`src/rtl/control_unit_pkg.sv`:
```
// rtl/control_unit_pkg.sv - opcodes, ALU selects, FSM states and opcode decode helper
package control_unit_pkg;

    typedef enum logic [3:0] {
        OP_NOOP  = 4'h0,
        OP_STORE = 4'h1,
        OP_LOAD  = 4'h2,
        OP_ADD   = 4'h3,
        OP_SUB   = 4'h4,
        OP_HALT  = 4'h5
    } opcode_e;

    localparam logic [3:0] ALU_PASS = 4'd0;
    localparam logic [3:0] ALU_ADD  = 4'd1;
    localparam logic [3:0] ALU_SUB  = 4'd2;

    typedef enum logic [3:0] {
        ST_INIT   = 4'd0,
        ST_FETCH  = 4'd1,
        ST_DECODE = 4'd2,
        ST_LOAD_A = 4'd3,
        ST_LOAD_B = 4'd4,
        ST_STORE  = 4'd5,
        ST_ADD    = 4'd6,
        ST_SUB    = 4'd7,
        ST_NOOP   = 4'd8,
        ST_HALT   = 4'd9
    } state_e;

    // Execute state for an opcode; codes with no meaning run as NOOP.
    function automatic state_e decode_op(input logic [3:0] op);
        case (op)
            OP_STORE: decode_op = ST_STORE;
            OP_LOAD:  decode_op = ST_LOAD_A;
            OP_ADD:   decode_op = ST_ADD;
            OP_SUB:   decode_op = ST_SUB;
            OP_HALT:  decode_op = ST_HALT;
            default:  decode_op = ST_NOOP;
        endcase
    endfunction

endpackage

```
`src/rtl/control_unit.sv`:
```
// rtl/control_unit.sv - Moore FSM sequencing fetch/decode/execute for a 16-bit micro-controller
module control_unit
    import control_unit_pkg::*;
#(
    parameter int WIDTH    = 16,
    parameter int D_ADDR_W = 8,
    parameter int R_ADDR_W = 4
) (
    input  logic                i_clk,
    input  logic                i_reset,
    input  logic [WIDTH-1:0]    i_ir,
    output logic                o_pc_clr,
    output logic                o_pc_ic,
    output logic                o_ir_ld,
    output logic                o_d_wr,
    output logic                o_rf_s,
    output logic                o_rf_w_en,
    output logic [D_ADDR_W-1:0] o_d_addr,
    output logic [R_ADDR_W-1:0] o_rf_a_addr,
    output logic [R_ADDR_W-1:0] o_rf_b_addr,
    output logic [R_ADDR_W-1:0] o_rf_w_addr,
    output logic [3:0]          o_alu_s
);

    localparam logic [3:0] S_INIT   = ST_INIT;
    localparam logic [3:0] S_FETCH  = ST_FETCH;
    localparam logic [3:0] S_DECODE = ST_DECODE;
    localparam logic [3:0] S_LOAD_A = ST_LOAD_A;
    localparam logic [3:0] S_LOAD_B = ST_LOAD_B;
    localparam logic [3:0] S_STORE  = ST_STORE;
    localparam logic [3:0] S_ADD    = ST_ADD;
    localparam logic [3:0] S_SUB    = ST_SUB;
    localparam logic [3:0] S_NOOP   = ST_NOOP;
    localparam logic [3:0] S_HALT   = ST_HALT;

    logic [3:0]          r_state;
    logic [3:0]          w_next;
    logic [3:0]          w_opcode;
    logic [D_ADDR_W-1:0] w_mem_addr;
    logic [R_ADDR_W-1:0] w_reg_a;
    logic [R_ADDR_W-1:0] w_reg_b;
    logic [R_ADDR_W-1:0] w_reg_w;

    // Instruction fields; LOAD/STORE share the low nibble as their register.
    assign w_opcode   = i_ir[WIDTH-1 -: 4];
    assign w_mem_addr = i_ir[4 +: D_ADDR_W];
    assign w_reg_a    = i_ir[8 +: R_ADDR_W];
    assign w_reg_b    = i_ir[4 +: R_ADDR_W];
    assign w_reg_w    = i_ir[0 +: R_ADDR_W];

    // State register; reset wins over every state, HALT included.
    always_ff @(posedge i_clk) begin
        if (i_reset) begin
            r_state <= S_INIT;
        end else begin
            r_state <= w_next;
        end
    end

    // Next-state decoder; HALT only leaves through reset.
    always_comb begin
        w_next = S_INIT;
        case (r_state)
            S_INIT:   w_next = S_FETCH;
            S_FETCH:  w_next = S_DECODE;
            S_DECODE: w_next = decode_op(w_opcode);
            S_LOAD_A: w_next = S_LOAD_B;
            S_LOAD_B: w_next = S_FETCH;
            S_STORE:  w_next = S_FETCH;
            S_ADD:    w_next = S_FETCH;
            S_SUB:    w_next = S_FETCH;
            S_NOOP:   w_next = S_FETCH;
            S_HALT:   w_next = S_HALT;
            default:  w_next = S_INIT;
        endcase
    end

    // Moore outputs; LOAD is split so the memory read settles before the write-back.
    always_comb begin
        o_pc_clr    = 1'b0;
        o_pc_ic     = 1'b0;
        o_ir_ld     = 1'b0;
        o_d_wr      = 1'b0;
        o_rf_s      = 1'b0;
        o_rf_w_en   = 1'b0;
        o_d_addr    = '0;
        o_rf_a_addr = '0;
        o_rf_b_addr = '0;
        o_rf_w_addr = '0;
        o_alu_s     = ALU_PASS;
        case (r_state)
            S_INIT: begin
                o_pc_clr = 1'b1;
            end
            S_FETCH: begin
                o_ir_ld = 1'b1;
                o_pc_ic = 1'b1;
            end
            S_LOAD_A: begin
                o_d_addr    = w_mem_addr;
                o_rf_s      = 1'b1;
                o_rf_w_addr = w_reg_w;
            end
            S_LOAD_B: begin
                o_d_addr    = w_mem_addr;
                o_rf_s      = 1'b1;
                o_rf_w_addr = w_reg_w;
                o_rf_w_en   = 1'b1;
            end
            S_STORE: begin
                o_d_addr    = w_mem_addr;
                o_rf_a_addr = w_reg_w;
                o_d_wr      = 1'b1;
            end
            S_ADD, S_SUB: begin
                o_rf_a_addr = w_reg_a;
                o_rf_b_addr = w_reg_b;
                o_rf_w_addr = w_reg_w;
                o_rf_w_en   = 1'b1;
                o_alu_s     = (r_state == S_ADD) ? ALU_ADD : ALU_SUB;
            end
            default: begin
            end
        endcase
    end

endmodule

```
`config.mk`:
```
export PLATFORM = sky130hd
export DESIGN_NAME = control_unit
export DESIGN_NICKNAME = d
export VERILOG_FILES = /design/src/rtl/control_unit_pkg.sv /design/src/rtl/control_unit.sv
export SDC_FILE = /design/constraint.sdc
export NUM_CORES = 1
export LEC_CHECK = 0
export CAP_MARGIN = 10
export CORE_AREA = 10 10 47 49
export CTS_BUF_LIST = sky130_fd_sc_hd__clkbuf_4
export CTS_CLUSTER_DIAMETER = 120
export DETAILED_ROUTE_END_ITERATION = 8
export DIE_AREA = 0 0 57 59
export DONT_BUFFER_PORTS = 1
export RECOVER_POWER = 25
export SYNTH_ARGS = -nofsm -noshare
export SYNTH_HDL_FRONTEND = slang
export SYNTH_SLANG_ARGS = --single-unit
```
`constraint.sdc`:
```
create_clock -name i_clk -period 1.3 [get_ports i_clk]
set_input_delay 0.26 -clock i_clk [delete_from_list [all_inputs] [get_ports i_clk]]
set_output_delay 0.26 -clock i_clk [all_outputs]
set_load 0.05 [all_outputs]
```
* Word-level counts from Yosys, hierarchy flattened
Index checks and enable logic that the tools add are counted.
Storage, ports and cells: register bits 4, bits of input ports 18, output and inout port bits 30, word-level logic and storage cells 35
Cells by class: eq/ne operators 14, muxes and demuxes 13, reduce and logical (&&, ||, !) cells 7
Operator list (number):
- $pmux W4 S5 | 2
- $eq A4 B3 Y1 const B | 6
- $eq A4 B2 Y1 const B | 4
- $eq A4 B1 Y1 const B | 2
- $eq A4 B4 Y1 const B | 2
- $mux W4 | 2
- $mux W8 | 1
- $pmux W4 S2 | 1
- $reduce_or A3 Y1 | 2
- $reduce_or A6 Y1 | 1
- $mux W1 | 5
- $logic_not A4 Y1 | 1
- $mux W2 | 2
- $reduce_or A2 Y1 | 2
- $reduce_or A4 Y1 | 1

* Longest topological paths before layout
depth after elaboration 3, mapped depth 4, mapped depth without buffers 3

* Worst setup path before layout
No wires, ideal clock.
kind reg-to-output, from register r_state[0], to output port o_pc_ic, arrival time 2067 ps, data required time 1040 ps, path slack -1027 ps, cell stages (with the launch flop) 5, buffers on the path 2, cells stage by stage dfxtp_1 buf_2 nand2b_1 nor3_1 buf_4
On the way: word-level cells in the longest chain between the ends 2
RTL lines:
- start, declared | RTL line control_unit.sv:36 | logic [3:0] r_state;
- start signal, assigned | RTL line control_unit.sv:56 | r_state <= w_next;
- $eq A4 B1 Y1
- $mux W1
- end, declared | RTL line control_unit.sv:13 | output logic o_pc_ic,
No other way between the ends.

* Worst setup path after layout
from register r_state[2], to output port o_d_addr[7]
On the way: word-level cells in the longest chain between the ends 3, elaborated cells between the ends (all ways) 5, classes of those cells eq/ne: 3; mux: 1; reduce/logical: 1
RTL lines:
- $eq A4 B3 Y1 or $eq A4 B2 Y1 (tied branches) | RTL line control_unit.sv:91 | case (r_state)
- $reduce_or A3 Y1 (no source line) *
- $mux W8 * | RTL line control_unit.sv:91
- end, declared | RTL line control_unit.sv:18 | output logic [D_ADDR_W-1:0] o_d_addr,
Mark *: on every way between the ends. The rest lies on a longest branch, timed or not.

==> results.txt <==
Hold Violations, Final -> 0
Pwr dens -> 924 nW/µm²
Area contributors post-synth -> and2_1, dfxtp_1, and3_1
Antenna violations before repair -> 0
Maxcap violations -> 0
GRT Overall Usage -> 0.116
Worst setup SP type -> flop
IO Pins -> 48
DR WL/cell -> 18.3 µm
Drt drc -> 0
Worst Hold Depth -> 1
Final Wtd Congestion -> 0.701
Violated checks -> negative setup slack
CP required -> 1.04 ns
Routed vias -> 639
CTS clk-pin slew, worst paths -> 0.04 ns
Die area -> 3360 µm²
Final worst setup slack -> -0.301 ns
Most common cell in the netlist -> and2_1
Post-route clock period utilization -> 1.23
Starting Density -> 0.380
Fillers -> 114
Crit path time final -> 1.60 ns
Routed WL -> 2050 µm
Number of synthesized register bits -> 4
Area after DPL -> 830 µm²
Max reg flops -> 4
Die Span Y -> 59 µm
Top_reg_cell synth -> dfxtp_1
Final instance area -> 1020 µm²
Worst hold start -> i_reset
Cells after Synth -> 75
Async S/R FF share, synth -> 0
Maximum clock path buffer count -> 2
Max-slew violation count -> 0
CP cell instances -> nand3b_1, a21oi_4, and2_4
Peak supply drop -> 0.550 mV
Max Freq -> 625 MHz
Endpoint class of the critical path -> output pin
Max stage delay on crit path -> 0.33 ns
Setup CP Type -> reg -> out
Clock sinks -> 4
Top delay family on crit path -> simple AND/OR/NAND/NOR gates
Core Rows -> 14
Mapped Area -> 533 µm²
Final Instance Count excl. Fillers -> 112
RSZ-0062 raised after global routing -> true
N_diodes -> 0
CTS buffer count -> 3
Place WS -> -0.132 ns
Combinational share of power -> 0.670
Share of layout cells above drive strength 1 -> 0.698
Worst R2R Setup Slack -> -0.09 ns
Area grow syn2layout -> 90.6%
Worst clock skew -> 0.000417 ns
Syn avg cell area -> 7.11 µm²
Hold_buf cts -> 0
R2r startpoint -> r_state[1]
Seq/Total Area, Yosys -> 0.150
Port Buffer Count -> 0
CTS HTree Levels -> 1
Crit Reg-Reg Endpoint -> r_state[0]
Synth area leader -> and2_1
Worst R2R Path Depth -> 6
HP Class -> in -> reg
Pwr Total -> 0.939 mW
TNS Setup -> -6.47 ns
Worst path bufs/invs -> 0
Post-DP HPWL -> 1580 µm
Grt total ovfl -> 0
First-pass GRT wire length -> 3260 µm
Clock share of power -> 0.162
Regs by FF count -> r_state (4)
Synth top area share -> 0.153
Core box area -> 1400 µm²
End of the worst hold path -> r_state[0]
Detailed Route Iter0 Violations -> 25
Root buf cell -> clkbuf_4
Final setup viols -> 29
Die X -> 57 µm
Largest net degree at the start of global routing -> 9
Vias in the first global route -> 665
Largest reg by FF count -> r_state
YS warnings -> 0
Drt pass-1 iters -> 4
Post-synth EDFFs -> 0
Vias per inst -> 5.71
Crit path max-delay cell type -> dfxtp_2
Static leakage -> 0.431 nW
Unique cell type count in the Yosys netlist -> 32
Run status -> complete, but fails checks
Arr. time, crit path -> 1.34 ns
Placed Cells -> 102
Post-DRT Antenna Nets -> 0
Final net count -> 116
Sw power -> 0.420 mW
Seq pwr share -> 0.168
Worst-path fanout max -> 8
TritonCTS clock tree -> done
Cell Int Power -> 0.519 mW
Worst skew pair latency -> 0.23 ns
Sw Share -> 0.447
Commonest cells post-synth -> and2_1, and3_1, nor2_1
[power by group through the flow]
stage                     Combinational (mW)  Clock [mW]  Sequential (mW)
final                                  0.629       0.152            0.157
after global routing                   0.660       0.161            0.160
after CTS                              0.608       0.158            0.156
after detailed placement               0.536           0            0.154
after global placement                 0.529           0            0.153
after floorplan                        0.401           0            0.151
[per-layer routing]
layer | track usage | up-vias | wire, µm
met3 | 0.0644 | 2 | 291
met1 | 0.0986 | 297 | 574
met5 | 0 | - | 0
met4 | 0.0503 | 0 | 19
met2 | 0.219 | 33 | 1170
li1 | - | 307 | -
[cell families (layout without fill, tap and decap cells)]
kind of cell / after synthesis / after routing / share of synthesized area
flip-flops: 4 / 4 / 0.150
AO/OA/AOI/OAI: 16 / 16 / 0.232
AND/OR/NAND/NOR: 45 / 45 / 0.505
multiplexers: 1 / 1 / 0.0188
buffers and inverters: 8 / 28 / 0.0868
other: 1 / 2 / 0.00704
[cell usage in the layout, fill, tap and decap left out, drive strengths merged, types with 2 or more instances in the layout]
cell / netlist / routed
buf: 6 / 24
nor3: 2 / 2
conb: 1 / 2
nor2: 7 / 7
nand3: 2 / 2
nor2b: 3 / 3
a22o: 4 / 4
dfxtp: 4 / 4
and2: 13 / 13
o21ai: 2 / 2
clkbuf: 1 / 3
a21oi: 4 / 4
and3: 6 / 6
nand2b: 5 / 5
[per-stage QoR]
step | util | hold WS, ns
floorplan | - | 0.325
global placement | 0.592 | 0.329
detailed placement | 0.592 | 0.331
CTS | 0.704 | 0.0806
global route | 0.725 | 0.0878
finish | 0.725 | 0.0922
[timing repair]
action | in CTS | in global routing
setup endpoints to repair | 28 | 30
gates resized for setup | 31 | 5
setup buffers | 6 | 1
pin swaps | 13 | 14
[layout make-up]
type,instances,area (µm²),share of cell area
tap,16,20.0,0.0197
multi-input combinational,64,603,0.594
inverter,1,3.75,0.00369
clock buffer,3,22.5,0.0222
timing repair buffer,24,277,0.272
sequential,4,90.1,0.0887
[how the worst max path moves through the flow]
stage	endpoint	slack, ns	startpoint	cells after the start
2_1_floorplan	o_pc_ic	-0.21	r_state[0]	4
3_3_place_gp	o_d_addr[6]	-0.09	r_state[2]	3
3_5_place_dp	o_d_addr[3]	-0.13	r_state[2]	3
4_1_cts	o_d_addr[3]	-0.28	r_state[2]	3
5_1_grt	o_d_addr[0]	-0.37	r_state[2]	3
6_report	o_d_addr[7]	-0.30	r_state[2]	3
(Power assumes the default switching activity.)
